$ cat config.mk
export PLATFORM = sky130hd
export DESIGN_NAME = ysyx_22050019_mdu_ctrl
export DESIGN_NICKNAME = d
export VERILOG_FILES = /design/src/rtl/ysyx_22050019_mdu_ctrl.sv
export SDC_FILE = /design/constraint.sdc
export NUM_CORES = 1
export LEC_CHECK = 0
export ABC_CLOCK_PERIOD_IN_PS = 13500
export BUFFER_PORTS_ARGS = -buffer_cell sky130_fd_sc_hd__buf_2
export CAP_MARGIN = 20
export CORE_MARGIN = 2
export CORE_UTILIZATION = 25
export CTS_BUF_LIST = sky130_fd_sc_hd__clkbuf_8
export DETAILED_ROUTE_END_ITERATION = 6
export GPL_TIMING_DRIVEN = 0
export HOLD_SLACK_MARGIN = 0.15
export PLACE_DENSITY = 0.54
export SLEW_MARGIN = 20
export SYNTH_ARGS = -nofsm -noshare
export SYNTH_HDL_FRONTEND = slang
export SYNTH_SLANG_ARGS = --single-unit
$ cat constraint.sdc
create_clock -name clk -period 13.5 [get_ports clk]
set_clock_uncertainty 0.2 [all_clocks]
set_input_delay 1.35 -clock clk [delete_from_list [all_inputs] [get_ports clk]]
set_output_delay 1.35 -clock clk [all_outputs]
set_load 0.01 [all_outputs]
$ cat src/rtl/ysyx_22050019_mdu_ctrl.sv
// M-extension sequencer: accepts one mul/div/rem op, dispatches it to the shared
// multiplier or divider over valid/ready, and resolves RISC-V divide corner cases locally.
module ysyx_22050019_mdu_ctrl #(
  parameter int unsigned XLEN = 64
) (
  input  logic            clk,
  input  logic            rst,
  input  logic            req_valid,
  input  logic [9:0]      req_sel,
  input  logic [XLEN-1:0] req_src1,
  input  logic [XLEN-1:0] req_src2,
  output logic            req_ready,
  input  logic            flush,
  output logic            stall,
  output logic            mul_valid,
  input  logic            mul_ready,
  output logic [XLEN-1:0] mul_a,
  output logic [XLEN-1:0] mul_b,
  input  logic            mul_out_valid,
  input  logic [XLEN-1:0] mul_result,
  output logic            div_valid,
  input  logic            div_ready,
  output logic            div_signed,
  output logic            div_word,
  output logic [XLEN-1:0] div_dividend,
  output logic [XLEN-1:0] div_divisor,
  input  logic            div_out_valid,
  input  logic [XLEN-1:0] div_quotient,
  input  logic [XLEN-1:0] div_remainder,
  output logic            eng_flush,
  output logic            resp_valid,
  output logic [XLEN-1:0] resp_data
);

  typedef enum logic [2:0] {
    S_IDLE,
    S_ISSUE_MUL,
    S_WAIT_MUL,
    S_ISSUE_DIV,
    S_WAIT_DIV,
    S_DONE
  } state_t;

  state_t            r_state;
  logic              r_mul_valid;
  logic              r_div_valid;
  logic              r_div_signed;
  logic              r_div_word;
  logic [XLEN-1:0]   r_mul_a;
  logic [XLEN-1:0]   r_mul_b;
  logic [XLEN-1:0]   r_div_dividend;
  logic [XLEN-1:0]   r_div_divisor;
  logic              r_eng_flush;
  logic              r_resp_valid;
  logic [XLEN-1:0]   r_resp_data;
  logic              r_word;
  logic              r_rem;

  logic              w_onehot;
  logic              w_accept;
  logic              w_is_mul;
  logic              w_is_div;
  logic              w_word;
  logic              w_signed;
  logic              w_ext_signed;
  logic              w_rem;
  logic [XLEN-1:0]   w_a;
  logic [XLEN-1:0]   w_b;
  logic [XLEN-1:0]   w_min;
  logic              w_div0;
  logic              w_ovf;
  logic [XLEN-1:0]   w_spec_res;
  logic              w_busy;

  function automatic logic [XLEN-1:0] f_fix(input logic word, input logic [XLEN-1:0] v);
    return word ? {{(XLEN-32){v[31]}}, v[31:0]} : v;
  endfunction

  // Select layout {mul_32, mul, div_32, divu_32, divu_64, div_64, rem_32, remu_32, remu_64, rem_64}
  always_comb begin
    w_onehot     = (req_sel != '0) && ((req_sel & (req_sel - 10'd1)) == '0);
    w_is_mul     = req_sel[9] | req_sel[8];
    w_is_div     = |req_sel[7:0];
    w_word       = req_sel[9] | req_sel[7] | req_sel[6] | req_sel[3] | req_sel[2];
    w_signed     = req_sel[7] | req_sel[4] | req_sel[3] | req_sel[0];
    w_rem        = |req_sel[3:0];
    w_ext_signed = !(req_sel[6] | req_sel[2]);
    w_a = req_src1;
    w_b = req_src2;
    if (w_word) begin
      w_a = w_ext_signed ? {{(XLEN-32){req_src1[31]}}, req_src1[31:0]}
                         : {{(XLEN-32){1'b0}}, req_src1[31:0]};
      w_b = w_ext_signed ? {{(XLEN-32){req_src2[31]}}, req_src2[31:0]}
                         : {{(XLEN-32){1'b0}}, req_src2[31:0]};
    end
    // Word operands are already sign-extended, so the word minimum is compared at 64 bits
    w_min      = w_word ? {{(XLEN-31){1'b1}}, 31'd0} : {1'b1, {(XLEN-1){1'b0}}};
    w_div0     = w_is_div && (w_b == '0);
    w_ovf      = w_is_div && w_signed && (w_a == w_min) && (w_b == '1);
    w_spec_res = w_div0 ? (w_rem ? w_a : '1) : (w_rem ? '0 : w_a);
    w_busy     = (r_state == S_ISSUE_MUL) || (r_state == S_WAIT_MUL) ||
                 (r_state == S_ISSUE_DIV) || (r_state == S_WAIT_DIV);
    req_ready  = (r_state == S_IDLE) && !flush;
    w_accept   = req_valid && req_ready && w_onehot;
    stall      = ((r_state == S_IDLE) && req_valid && !flush && w_onehot) || w_busy;
  end

  always_ff @(posedge clk or posedge rst) begin
    if (rst) begin
      r_state        <= S_IDLE;
      r_mul_valid    <= 1'b0;
      r_div_valid    <= 1'b0;
      r_div_signed   <= 1'b0;
      r_div_word     <= 1'b0;
      r_mul_a        <= '0;
      r_mul_b        <= '0;
      r_div_dividend <= '0;
      r_div_divisor  <= '0;
      r_eng_flush    <= 1'b0;
      r_resp_valid   <= 1'b0;
      r_resp_data    <= '0;
      r_word         <= 1'b0;
      r_rem          <= 1'b0;
    end else begin
      r_eng_flush  <= 1'b0;
      r_resp_valid <= 1'b0;
      if (flush) begin
        r_state     <= S_IDLE;
        r_mul_valid <= 1'b0;
        r_div_valid <= 1'b0;
        r_eng_flush <= w_busy;
      end else begin
        case (r_state)
          S_IDLE: begin
            if (w_accept) begin
              r_word <= w_word;
              r_rem  <= w_rem;
              if (w_div0 || w_ovf) begin
                r_resp_data  <= f_fix(w_word, w_spec_res);
                r_resp_valid <= 1'b1;
                r_state      <= S_DONE;
              end else if (w_is_mul) begin
                r_mul_a     <= w_a;
                r_mul_b     <= w_b;
                r_mul_valid <= 1'b1;
                r_state     <= S_ISSUE_MUL;
              end else begin
                r_div_dividend <= w_a;
                r_div_divisor  <= w_b;
                r_div_signed   <= w_signed;
                r_div_word     <= w_word;
                r_div_valid    <= 1'b1;
                r_state        <= S_ISSUE_DIV;
              end
            end
          end
          S_ISSUE_MUL: if (mul_ready) begin
            r_mul_valid <= 1'b0;
            r_state     <= S_WAIT_MUL;
          end
          S_WAIT_MUL: if (mul_out_valid) begin
            r_resp_data  <= f_fix(r_word, mul_result);
            r_resp_valid <= 1'b1;
            r_state      <= S_DONE;
          end
          S_ISSUE_DIV: if (div_ready) begin
            r_div_valid <= 1'b0;
            r_state     <= S_WAIT_DIV;
          end
          S_WAIT_DIV: if (div_out_valid) begin
            r_resp_data  <= f_fix(r_word, r_rem ? div_remainder : div_quotient);
            r_resp_valid <= 1'b1;
            r_state      <= S_DONE;
          end
          S_DONE:  r_state <= S_IDLE;
          default: r_state <= S_IDLE;
        endcase
      end
    end
  end

  assign mul_valid    = r_mul_valid;
  assign mul_a        = r_mul_a;
  assign mul_b        = r_mul_b;
  assign div_valid    = r_div_valid;
  assign div_signed   = r_div_signed;
  assign div_word     = r_div_word;
  assign div_dividend = r_div_dividend;
  assign div_divisor  = r_div_divisor;
  assign eng_flush    = r_eng_flush;
  assign resp_valid   = r_resp_valid;
  assign resp_data    = r_resp_data;

endmodule

Yosys cells after proc, flatten, opt, wreduce, memory -nomap -nowiden
Index checks and enable logic that the tools add are counted.
{ "word_totals": {"elab_cells": 124, "ff_bits": 331, "output_inout_bits": 328, "input_bits": 338} }
{ "op_classes": {"reduce_logical": 33, "n_eq_ne": 18, "n_bitwise": 13, "addsub": 1, "n_mux": 45} }
{ "op_table": {"columns": ["operator", "n"], "rows": [
  ["64-bit two-way mux", 15],
  ["64-bit one-hot mux with 3 select lines", 1],
  ["64-bit == test", 1],
  ["64-bit == test (second input constant)", 1],
  ["64-bit logical NOT", 1],
  ["63-bit two-way mux", 1],
  ["5-bit AND reduction", 5],
  ["3-bit inequality test (second input constant)", 8],
  ["3-bit two-way mux", 7],
  ["1-bit two-way mux", 16],
  ["3-bit one-hot mux with 5 select lines", 1],
  ["1-bit logical AND", 11],
  ["10-bit AND", 1],
  ["10-bit logical NOT", 1],
  ["10-bit nonzero test", 1],
  ["10-bit by 1-bit subtractor with 10-bit output (second input constant)", 1],
  ["1-bit OR", 9],
  ["3-bit nonzero test", 3],
  ["8-bit OR reduction", 1],
  ["3-bit by 2-bit == test with 1-bit output (second input constant)", 2],
  ["2-bit inequality test (second input constant)", 3],
  ["6-bit AND reduction", 1],
  ["1-bit logical OR", 5],
  ["1-bit one-hot mux with 2 select lines", 2],
  ["10 further kinds", 12]
]} }

Logic depth before layout (Yosys ltp)
Gate-level depths: netlist (run 1).
{ "logic_depth": {"word_depth": 13, "mapped_depth": 12, "depth_no_buf": 7} }

Least setup slack after synthesis (run 1)
Ideal clock, no wire load.
{ "synth_path": {"path_type": "input -> output", "from": "input port req_sel[2]", "to": "output port stall", "required_ns": 11.950, "cell_stages": 6, "slack_ns": 9.012, "arrival_ns": 2.938, "n_path_buf": 1, "path_cell_list": "or4_1 -> buf_2 -> or3_4 -> a31o_1 -> o21ai_4 -> nand2_1"} }
{ "synth_between": {"elab_chain_cells": 6, "elab_cells_between_ends": 7, "classes_between": "add/sub (1); bitwise (1); reduce/logical (5)"} }
{ "synth_lines": {"columns": ["element", "line", "source"], "rows": [
  ["start: declaration", "9", "input logic [9:0] req_sel,"],
  ["10-bit by 1-bit subtractor with 10-bit output", "81", "w_onehot = (req_sel != '0) && ((req_sel & (req_sel - 10'd1)) == '0);"],
  ["10-bit AND", "81", null],
  ["10-bit logical NOT", "81", null],
  ["1-bit logical AND (*)", "81", null],
  ["1-bit logical AND (*)", "105", "stall = ((r_state == S_IDLE) && req_valid && !flush && w_onehot) || w_busy;"],
  ["1-bit logical OR (*)", "105", null],
  ["end: declaration", "14", "output logic stall,"]
]} }
Every way passes the cells marked *; elsewhere a longest branch is shown, timed or not.

Worst setup path in the final report (run 1)
{ "layout_path": {"from": "input port req_src2[29]", "to": "register r_resp_data[63] (netlist: resp_data[63])"} }
{ "layout_between": {"elab_chain_cells": 9, "elab_cells_between_ends": 14, "classes_between": "eq/ne (2); mux (7); reduce/logical (5)"} }
{ "layout_lines": {"columns": ["element", "line", "source"], "rows": [
  ["start: declaration", "11", "input logic [XLEN-1:0] req_src2,"],
  ["64-bit two-way mux", "93", "w_b = w_ext_signed ? {{(XLEN-32){req_src2[31]}}, req_src2[31:0]}"],
  ["64-bit two-way mux (*)", "90", "if (w_word) begin"],
  ["64-bit logical NOT", "98", "w_div0 = w_is_div && (w_b == '0);"],
  ["1-bit logical AND", "98", null],
  ["64-bit two-way mux", "100", "w_spec_res = w_div0 ? (w_rem ? w_a : '1) : (w_rem ? '0 : w_a);"],
  ["64-bit two-way mux", "76", "return word ? {{(XLEN-32){v[31]}}, v[31:0]} : v;"],
  ["64-bit two-way mux", "138", "if (w_div0 || w_ovf) begin"],
  ["64-bit two-way mux", "135", "if (w_accept) begin"],
  ["64-bit one-hot mux with 3 select lines", "133", "case (r_state)"],
  ["end signal: assignment", "139", "r_resp_data <= f_fix(w_word, w_spec_res);"],
  ["end signal: assignment", "162", "r_resp_data <= f_fix(r_word, mul_result);"],
  ["end signal: assignment", "171", "r_resp_data <= f_fix(r_word, r_rem ? div_remainder : div_quotient);"],
  ["end: declaration", "55", "logic [XLEN-1:0] r_resp_data;"]
]} }
Every way passes the cells marked *; elsewhere a longest branch is shown, timed or not. The select of a mux whose other input is x is not followed.
A chain may end at the register's enable or synchronous reset.

==> impl_metrics.csv, run 1 <==
group,metric,value,unit
clock_tree,insertion_delay,640,ps
die,die_area,66800,um2
power,power,2.21,mW
setup_path,ff2ff_setup_slack,9410,ps
die,die_y,259,um
timing,slew_headroom,24.2,%
cells_and_area,syn_to_final_growth,35.6,%
global_routing,first_global_vias,16300,
synth,synth_flop_cell,"dfrtp_1",
setup_path,critPathArrivalTime,5490,ps
timing,tns,0,ps
detailed_routing,wl,76300,um
clock_tree,clkTransAtPathRegs,60,ps
setup_path,startpoint,"req_src2[29]",
timing,post-route-min-period,5120,ps
setup_path,end_kind,"flip-flop",
synth,ys_types,60,
cells_and_area,mostFrequentLayoutCells,"buf_2, nand2_1, dfrtp_1, mux2_2, a21oi_1",
die,top_level_ports,666,
synth,synth_warnings,0,
setup_path,max_stage_delay,940,ps
timing,max_freq,195,MHz
clock_tree,cts_buffers,60,
clock_tree,cts_sinks,331,
timing,grt_setup_unrepaired,"false",
timing,worstMarginPinSlew,1140,ps
status,outcome,"completed",
setup_path,r2r-start,"r_state[1]$_DFFE_PP0P_",
global_routing,use_met1,27.0,%
synth,synthCells,1590,
synth,synth.cell_area,16200,um2
synth,syn_area_per_cell,10.2,um2
detailed_routing,wl_per_cell,23.7,um
placement,dp.cells,3112,
global_routing,grt_max_degree,102,
clock_tree,cts-root-buf,"clkbuf_8",
timing,hold_viol_final,0,
setup_path,start_kind,"input pin",
detailed_routing,drt_iter0_markers,867,
timing,maxSlewViolCount,0,
clock_tree,ctsHoldBuffers,0,
die,core,64200,um2
placement,gp_congestion,0.939,
power,vdd_drop_max,0.0687,mV
setup_path,worstSetupPathType,"in2reg",
power,leakage,12.0,nW
global_routing,gr-total-overflow,0,
clock_tree,cts_tree,"done",
global_routing,antenna_found_initial,17,
timing,period_share,37.9,%
synth,ys_seq_area_share,51.1,%
cells_and_area,multi_input_area,7220,um2
global_routing,use_met3,5.02,%
clock_tree,cts_resized,0,
detailed_routing,via_count,15600,
global_routing,grt_pass1_wl,110000,um
clock_tree,htreeDepth,2,
setup_path,r2r_cells,10,
setup_path,r2r_end,"resp_data[44]$_DFFE_PP0P_",
global_routing,grt_util_all_layers,22.2,%
clock_tree,post_cts_buffers,0,
synth,asyncSetResetFlopFracSynth,100,%
hold_path,hold_path.class,"reg2reg",
global_routing,grt.busiest_layer,"met2",
detailed_routing,first_pass_iters,6,
placement,port_buffers,663,
die,start_util,25.2,%
cells_and_area,final_cells,3220,
cells_and_area,layout_commonest_cell,"buf_2",
setup_path,crit_chain,"buf_2 > nor4_1 > nand4_1 > a211oi_1 > o21ai_1 > a21boi_1 > clkbuf_1 > a31oi_1 > a21oi_1",
detailed_routing,route.antenna.remaining_nets,0,
die,core.rowCount,93,
flow_run,max_cap_violations,0,
timing,setup_viol,0,
detailed_routing,vias_per_cell,4.84,
setup_path,cp_slowest_cell,"a21boi_1",
synth,synth_edf_count,0,
setup_path,cp_max_fo,10,
power,power.density,101,nW/um2
detailed_routing,drcViolationCount,0,
cells_and_area,fillCellCount,6774,
clock_tree,cts_max_path_buffers,3,
cells_and_area,drive_above_1_share,42.4,%
cells_and_area,nNetsFinal,2657,
setup_path,endpoint,"resp_data[63]$_DFFE_PP0P_",
synth,syn-num-nets,1928,
setup_path,required,13880,ps
global_routing,use_met2,39.1,%
synth,ys_ff_latch,331,
die,dieWidth,259,um
placement,dp_hpwl,60900,um
cells_and_area,regArea,8280,um2
==> metrics by stage <==
stage,util [%],area (um2),setup WS [ps],hold slack [ps]
after detailed placement,32.2,20700,7610,250
after global routing,34.2,22000,8280,270
final,34.2,22000,8380,261
after CTS,34.2,22000,8320,263
after floorplan,-,16200,2780,305
after global placement,32.1,20600,-1290,249
==> cells by family after synthesis <==
group	after synthesis	synth area share (%)
AOI/OAI and AO/OA	333	12.8
xor gates and xnor gates	1	0.0541
adders and majority gates	2	0.124
buffers and inverters	161	4.43
DFF	331	51.1
muxes	251	17.9
and+or+nand+nor	511	13.6
==> worst max-delay path: cells and delay by family <==
family,cells,cell delay [ps]
and+or+nand+nor,2,770
buffers and inverters,2,730
AOI/OAI and AO/OA,5,2620
==> flip-flops by register name (all words and copies together), names as in the netlist <==
register      flops
resp_valid        1
r_rem             1
div_word          1
div_valid         1
r_word            1
div_divisor      64
r_state           3
mul_a            64
div_signed        1
mul_b            64
mul_valid         1
resp_data        64
div_dividend     64
eng_flush         1
==> power by group <==
group	switching, mW	internal (mW)
clock	0.449	0.548
sequential	0.00523	1.00
combinational	0.132	0.0778
total	0.586	1.63
==> metal layers <==
metal  routed length [um]  vias up
met5                   69        -
met4                 2190       12
met3                 4980      148
met2                37900      662
met1                31300     7678
li1                     -     7070
==> final cells by class <==
type	count	share of cell area (%)
antenna	4	0.0456
buffer	121	2.59
clock buffer	77	4.83
clock inverter	27	0.855
inverter	40	0.718
multi-input combinational	1098	32.9
sequential	331	37.7
tap	855	4.87
timing repair buffer	667	15.5
==> Yosys cell counts, types with 4 or more instances <==
cell type	count	area, um2
buf_8	4	60.1
a21oi_1	103	515
or4_1	6	45.0
dfrtp_1	331	8280
nand3_1	5	25.0
o21a_1	32	240
a22oi_1	32	240
mux2_4	41	616
mux2i_1	63	631
o21ai_1	4	20.0
mux2_2	147	1660
o21ai_0	77	385
nor2_1	81	304
a31oi_1	35	219
nor4_1	32	200
buf_1	8	30.0
nand4_1	21	131
inv_1	40	150
buf_2	36	180
nor3_1	6	30.0
nand2_1	337	1260
clkbuf_1	69	259
o2111ai_1	30	263
==> worst min path at each step <==
stage	startpoint	to	slack [ps]	cells past startpoint
floorplan	mul_a[28]$_DFFE_PP0P_	mul_a[28]$_DFFE_PP0P_	300	2
global placement	mul_b[30]$_DFFE_PP0P_	mul_b[30]$_DFFE_PP0P_	250	2
detailed placement	mul_b[30]$_DFFE_PP0P_	mul_b[30]$_DFFE_PP0P_	250	2
CTS	mul_b[30]$_DFFE_PP0P_	mul_b[30]$_DFFE_PP0P_	260	2
global route	mul_a[29]$_DFFE_PP0P_	mul_a[29]$_DFFE_PP0P_	270	2
finish	mul_b[30]$_DFFE_PP0P_	mul_b[30]$_DFFE_PP0P_	260	2
No activity file was read; power rests on OpenSTA's default activity.
==> run 2: changes to the inputs <==
ABC_CLOCK_PERIOD_IN_PS = 5300   (was 13500)
clock period = 5.3 ns   (was 13.5 ns; I/O delays follow)
==> run 2 against run 1 <==
Net effect:
- hold slack worse by 63 ps
- combinational power rose to 3.1 times the previous value
- design area up 10%
- sequential share of layout area down 3.4 points
- power increased to 2.7 times the previous value
- count of clock-buffer cells in the layout increased by 3
- critical path depth up 1
- utilization increased by 3.4 points
- die area stayed put
- routed wire length up 3.8%
- non-clock buffer count rose by 205
==> impl_metrics.csv, run 2 (synthesis gave the netlist of run 1 again) <==
group,metric,value,unit
placement,dp_hpwl,62200,um
clock_tree,post_cts_buffers,0,
timing,slew_headroom,27.6,%
setup_path,required,5700,ps
global_routing,gr-total-overflow,0,
clock_tree,cts_max_path_buffers,3,
die,core,64200,um2
cells_and_area,final_cells,3424,
detailed_routing,wl,79300,um
setup_path,end_kind,"flip-flop",
cells_and_area,fillCellCount,6554,
detailed_routing,wl_met1,32700,um
timing,setup_ws,584,ps
global_routing,grt_util_all_layers,22.9,%
die,top_level_ports,666,
detailed_routing,drcViolationCount,0,
die,die_area,66800,um2
cells_and_area,final_core_utilization,37.6,%
setup_path,startpoint,"req_src2[29]",
detailed_routing,vias_per_cell,4.82,
clock_tree,cts_buffers,61,
detailed_routing,wl_per_cell,23.2,um
detailed_routing,drt_iter0_markers,918,
global_routing,first_global_vias,17300,
detailed_routing,wl_met2,39300,um
setup_path,ff2ff_setup_slack,1220,ps
global_routing,grt_pass1_wl,114000,um
placement,port_buffers,663,
timing,max_freq,212,MHz
detailed_routing,dr.max_layer_used,"met5",
power,leakage,12.9,nW
cells_and_area,drive_above_1_share,39.7,%
cells_and_area,layout_commonest_cell,"buf_2",
cells_and_area,nNetsFinal,2863,
timing,maxSlewViolCount,0,
power,power.density,244,nW/um2
timing,grt_setup_unrepaired,"false",
clock_tree,htreeDepth,2,
cells_and_area,syn_to_final_growth,49.1,%
global_routing,grt_max_degree,34,
detailed_routing,route.antenna.remaining_nets,0,
timing,holdWs,198,ps
flow_run,max_cap_violations,0,
die,core.rowCount,93,
clock_tree,cts_tree,"done",
setup_path,start_kind,"input pin",
timing,setup_viol,0,
clock_tree,ctsHoldBuffers,196,
hold_path,hold_path.class,"in2reg",
clock_tree,insertion_delay,680,ps
timing,worstMarginPinSlew,1080,ps
timing,period_share,89.0,%
setup_path,critPathArrivalTime,5120,ps
placement,gp_congestion,0.906,
setup_path,r2r_end,"resp_data[14]$_DFFE_PP0P_",
clock_tree,cts-root-buf,"clkbuf_8",
global_routing,antenna_found_initial,11,
clock_tree,cts_resized,0,
setup_path,r2r_cells,8,
die,dieWidth,259,um
timing,post-route-min-period,4720,ps
detailed_routing,first_pass_iters,5,
die,die_y,259,um
setup_path,r2r-start,"r_rem$_DFFE_PP0P_",
placement,dp.cells,3121,
status,outcome,"completed",
cells_and_area,post-route-cell-area,24200,um2
power,vdd_drop_max,0.215,mV
setup_path,endpoint,"resp_data[63]$_DFFE_PP0P_",
cells_and_area,mostFrequentLayoutCells,"buf_2, nand2_1, dfrtp_1, dlygate4sd3_1, mux2_2",
detailed_routing,via_count,16500,
placement,dp_slack,222,ps
detailed_routing,wl_met3,4710,um
timing,hold_viol_final,0,
clock_tree,cts_sinks,331,
setup_path,cp_max_fo,10,
setup_path,worstSetupPathType,"in2reg",
placement,placed_area,20900,um2
die,start_util,25.2,%
clock_tree,clkTransAtPathRegs,60,ps
run 2: cell count changes in the layout (fill, tap and decap cells not counted), moves of 2 or more:
cell / before / now
dlygate4sd3_1: 0 / 196
inv_8: 2 / 0
buf_12: 0 / 10
clkinv_2: 4 / 7
inv_1: 56 / 49
clkinvlp_4: 1 / 3
clkbuf_8: 77 / 80
run 2: critical path: stages:
cell,delay [ps]
dlygate4sd3_1,530
buf_2,190
nor4_1,480
nand4_1,390
a211oi_1,720
o21ai_1,350
a21boi_1,930
clkbuf_1,540
a31oi_1,240
a21oi_1,200
run 2: where the power goes:
| group | switching, mW | leakage (nW) | total [mW] | internal (mW) |
|---|---|---|---|---|
| Combinational | 0.364 | 7.53 | 0.654 | 0.290 |
| Clock | 1.18 | 0.713 | 2.67 | 1.49 |
| Sequential | 0.0135 | 4.62 | 2.57 | 2.55 |
run 2: metal layers:
| layer | vias to the layer above | global-route usage [%] |
|---|---|---|
| met5 | - | 0 |
| met4 | 12 | 7.37 |
| met3 | 166 | 5.10 |
| met2 | 664 | 40.1 |
| met1 | 8175 | 28.0 |
| li1 | 7503 | - |
run 2: through the flow:
stage / power (mW) / setup TNS (ps)
6_report: 5.89 / 0
4_1_cts: 5.98 / 0
3_3_place_gp: 3.13 / -655140
3_5_place_dp: 3.17 / 0
2_1_floorplan: 2.83 / 0
5_1_grt: 6.14 / 0
run 2: worst min path at each step:
stage | cells after the start | end | slack [ps] | from
global placement | 2 | mul_a[28]$_DFFE_PP0P_ | 250 | mul_a[28]$_DFFE_PP0P_
CTS | 4 | resp_data[31]$_DFFE_PP0P_ | 150 | div_quotient[31]
finish | 4 | resp_data[31]$_DFFE_PP0P_ | 200 | div_quotient[31]
global route | 4 | resp_data[58]$_DFFE_PP0P_ | 180 | req_src1[58]
floorplan | 2 | mul_a[28]$_DFFE_PP0P_ | 300 | mul_a[28]$_DFFE_PP0P_
detailed placement | 2 | mul_a[0]$_DFFE_PP0P_ | 250 | mul_a[0]$_DFFE_PP0P_
run 2: final cells by class:
class	instances	area, um2	share of cell area [%]
timing repair buffer	872	5540	22.9
clock inverter	24	210	0.870
inverter	40	154	0.637
clock buffer	80	1100	4.56
multi-input combinational	1098	7220	29.9
tap	855	1070	4.43
sequential	331	8280	34.3
antenna	3	7.51	0.0311
buffer	121	569	2.36
==> run 3: changes to the inputs <==
ABC_CLOCK_PERIOD_IN_PS = 5000   (was 5300)
clock period = 5 ns   (was 5.3 ns; I/O delays follow)
==> run 3 against run 2 <==
Net effect:
- power grew 6.1%
- via count increased by 0.56%
- register-to-register slack got worse by 310 ps
- critical path type unchanged
- highest routed layer unchanged
==> impl_metrics.csv, run 3 (synthesis gave the netlist of run 1 again) <==
group,metric,value,unit
status,outcome,"completed",
cells_and_area,regArea,8280,um2
cells_and_area,nNetsFinal,2871,
setup_path,end_kind,"flip-flop",
power,seqPwrFrac,43.5,%
die,start_util,25.2,%
placement,gp_congestion,0.906,
timing,holdWs,175,ps
placement,dp_hpwl,62200,um
detailed_routing,dr.max_layer_used,"met5",
clock_tree,clkTransAtPathRegs,60,ps
cells_and_area,mostFrequentLayoutCells,"buf_2, nand2_1, dfrtp_1, dlygate4sd3_1, mux2_2",
clock_tree,cts_resized,0,
clock_tree,cts-root-buf,"clkbuf_8",
global_routing,grt_util_all_layers,22.9,%
cells_and_area,layout_commonest_cell,"buf_2",
clock_tree,cts_max_path_buffers,3,
setup_path,cp_num_buf_inv,3,
cells_and_area,final_core_utilization,37.7,%
cells_and_area,fillCellCount,6546,
detailed_routing,wl_met2,39300,um
setup_path,max_stage_delay,940,ps
clock_tree,post_cts_buffers,0,
power,intPower,4.60,mW
power,leakage,12.9,nW
cells_and_area,multi_input_area,7220,um2
detailed_routing,route.antenna.remaining_nets,0,
timing,period_share,94.0,%
power,power.density,258,nW/um2
die,core,64200,um2
placement,placed_area,20900,um2
global_routing,first_global_vias,17300,
flow_run,max_cap_violations,0,
die,core.rowCount,93,
cells_and_area,post-route-cell-area,24200,um2
power,p_clk_share,45.3,%
clock_tree,cts_buffers,61,
timing,post-route-min-period,4700,ps
detailed_routing,drt_iter0_markers,1015,
clock_tree,htreeDepth,2,
setup_path,ff2ff_setup_slack,910,ps
timing,maxSlewViolCount,0,
timing,grt_setup_unrepaired,"false",
detailed_routing,via_count,16600,
timing,hold_viol_final,0,
detailed_routing,first_pass_iters,5,
power,vdd_drop_max,0.228,mV
clock_tree,cts_sinks,331,
timing,max_freq,213,MHz
die,die_area,66800,um2
timing,slew_headroom,27.3,%
setup_path,crit_chain,"dlygate4sd3_1 > buf_2 > nor4_1 > nand4_1 > a211oi_1 > o21ai_1 > a21boi_1 > clkbuf_1 > a31oi_1 > a21oi_1",
clock_tree,cts_tree,"done",
detailed_routing,wl_met3,5050,um
detailed_routing,wl_per_cell,23.1,um
clock_tree,ctsHoldBuffers,204,
power,pwr-share-comb,11.2,%
setup_path,worstSetupPathType,"in2reg",
detailed_routing,drcViolationCount,0,
global_routing,grt_pass1_wl,114000,um
global_routing,gr-total-overflow,0,
global_routing,antenna_found_initial,11,
die,die_y,259,um
timing,worstMarginPinSlew,1090,ps
setup_path,critPathArrivalTime,5100,ps
power,sw_frac_of_total,26.4,%
die,dieWidth,259,um
timing,setup_viol,0,
setup_path,cp_top_family,"compound AO/OA/AOI/OAI gates",
detailed_routing,wl,79500,um
setup_path,cp_slowest_cell,"a21boi_1",
global_routing,grt_max_degree,34,
die,top_level_ports,666,
placement,port_buffers,663,
cells_and_area,drive_above_1_share,39.6,%
clock_tree,insertion_delay,680,ps
setup_path,cp_max_fo,10,
detailed_routing,vias_per_cell,4.84,
setup_path,start_kind,"input pin",
power,p_sw,1.65,mW
timing,tns,0,ps
detailed_routing,wl_met1,32500,um
hold_path,hold_path.class,"in2reg",
setup_path,required,5400,ps
power,power,6.25,mW
cells_and_area,syn_to_final_growth,49.6,%
==> run 3: changes by cell type in the layout (fill, tap and decap cells not counted) <==
cell and change:
dlygate4sd3_1 +8
==> run 3: power by group through the flow <==
stage,Sequential (mW),Combinational (mW),Clock [mW]
after floorplan,2.78,0.219,0
after global placement,2.77,0.554,0
after detailed placement,2.77,0.589,0
after CTS,2.72,0.699,2.92
after global routing,2.72,0.753,3.04
final,2.72,0.697,2.83
==> run 3: stage by stage <==
step                setup slack, ps  instances
floorplan                      -121       1590
global placement              -2290       3108
detailed placement            -48.3       3121
CTS                             138       3429
global route                   45.5       3432
finish                          298       3432
==> run 3: area by class of cell <==
type                            count  share of cell area (%)
Sequential cell                   331                    34.2
Multi-Input combinational cell   1098                    29.8
Timing Repair Buffer              880                    23.2
Clock buffer                       80                    4.54
Tap cell                          855                    4.41
Buffer                            121                    2.35
Clock inverter                     24                   0.867
Inverter                           40                   0.635
Antenna cell                        3                  0.0310
==> run 3: worst paths after layout <==
check,depth (start not counted),to,startpoint
worst max register to register,8,resp_data[14]$_DFFE_PP0P_,r_rem$_DFFE_PP0P_
max in group asynchronous,9,div_dividend[44]$_DFFE_PP0P_,rst
worst min-delay path,3,div_signed$_DFFE_PP0P_,req_sel[4]
min in group asynchronous,4,div_dividend[14]$_DFFE_PP0P_,rst
worst min register to register,2,mul_a[2]$_DFFE_PP0P_,mul_a[2]$_DFFE_PP0P_
worst max-delay path,10,resp_data[63]$_DFFE_PP0P_,req_src2[29]
==> run 3: routing by layer <==
metal	GRT usage, %	vias up
li1	-	7521
met1	28.0	8217
met2	40.1	697
met3	5.11	166
met4	7.37	12
met5	0	-
==> run 3: worst reg2reg max path, cell delays in order (launching register included) <==
cell and delay (ps):
dfrtp_1 380, clkbuf_1 790, clkbuf_2 590, buf_1 760, mux2i_1 320, nor2_1 60, a21oi_1 150, dlygate4sd3_1 580
a31oi_1 80
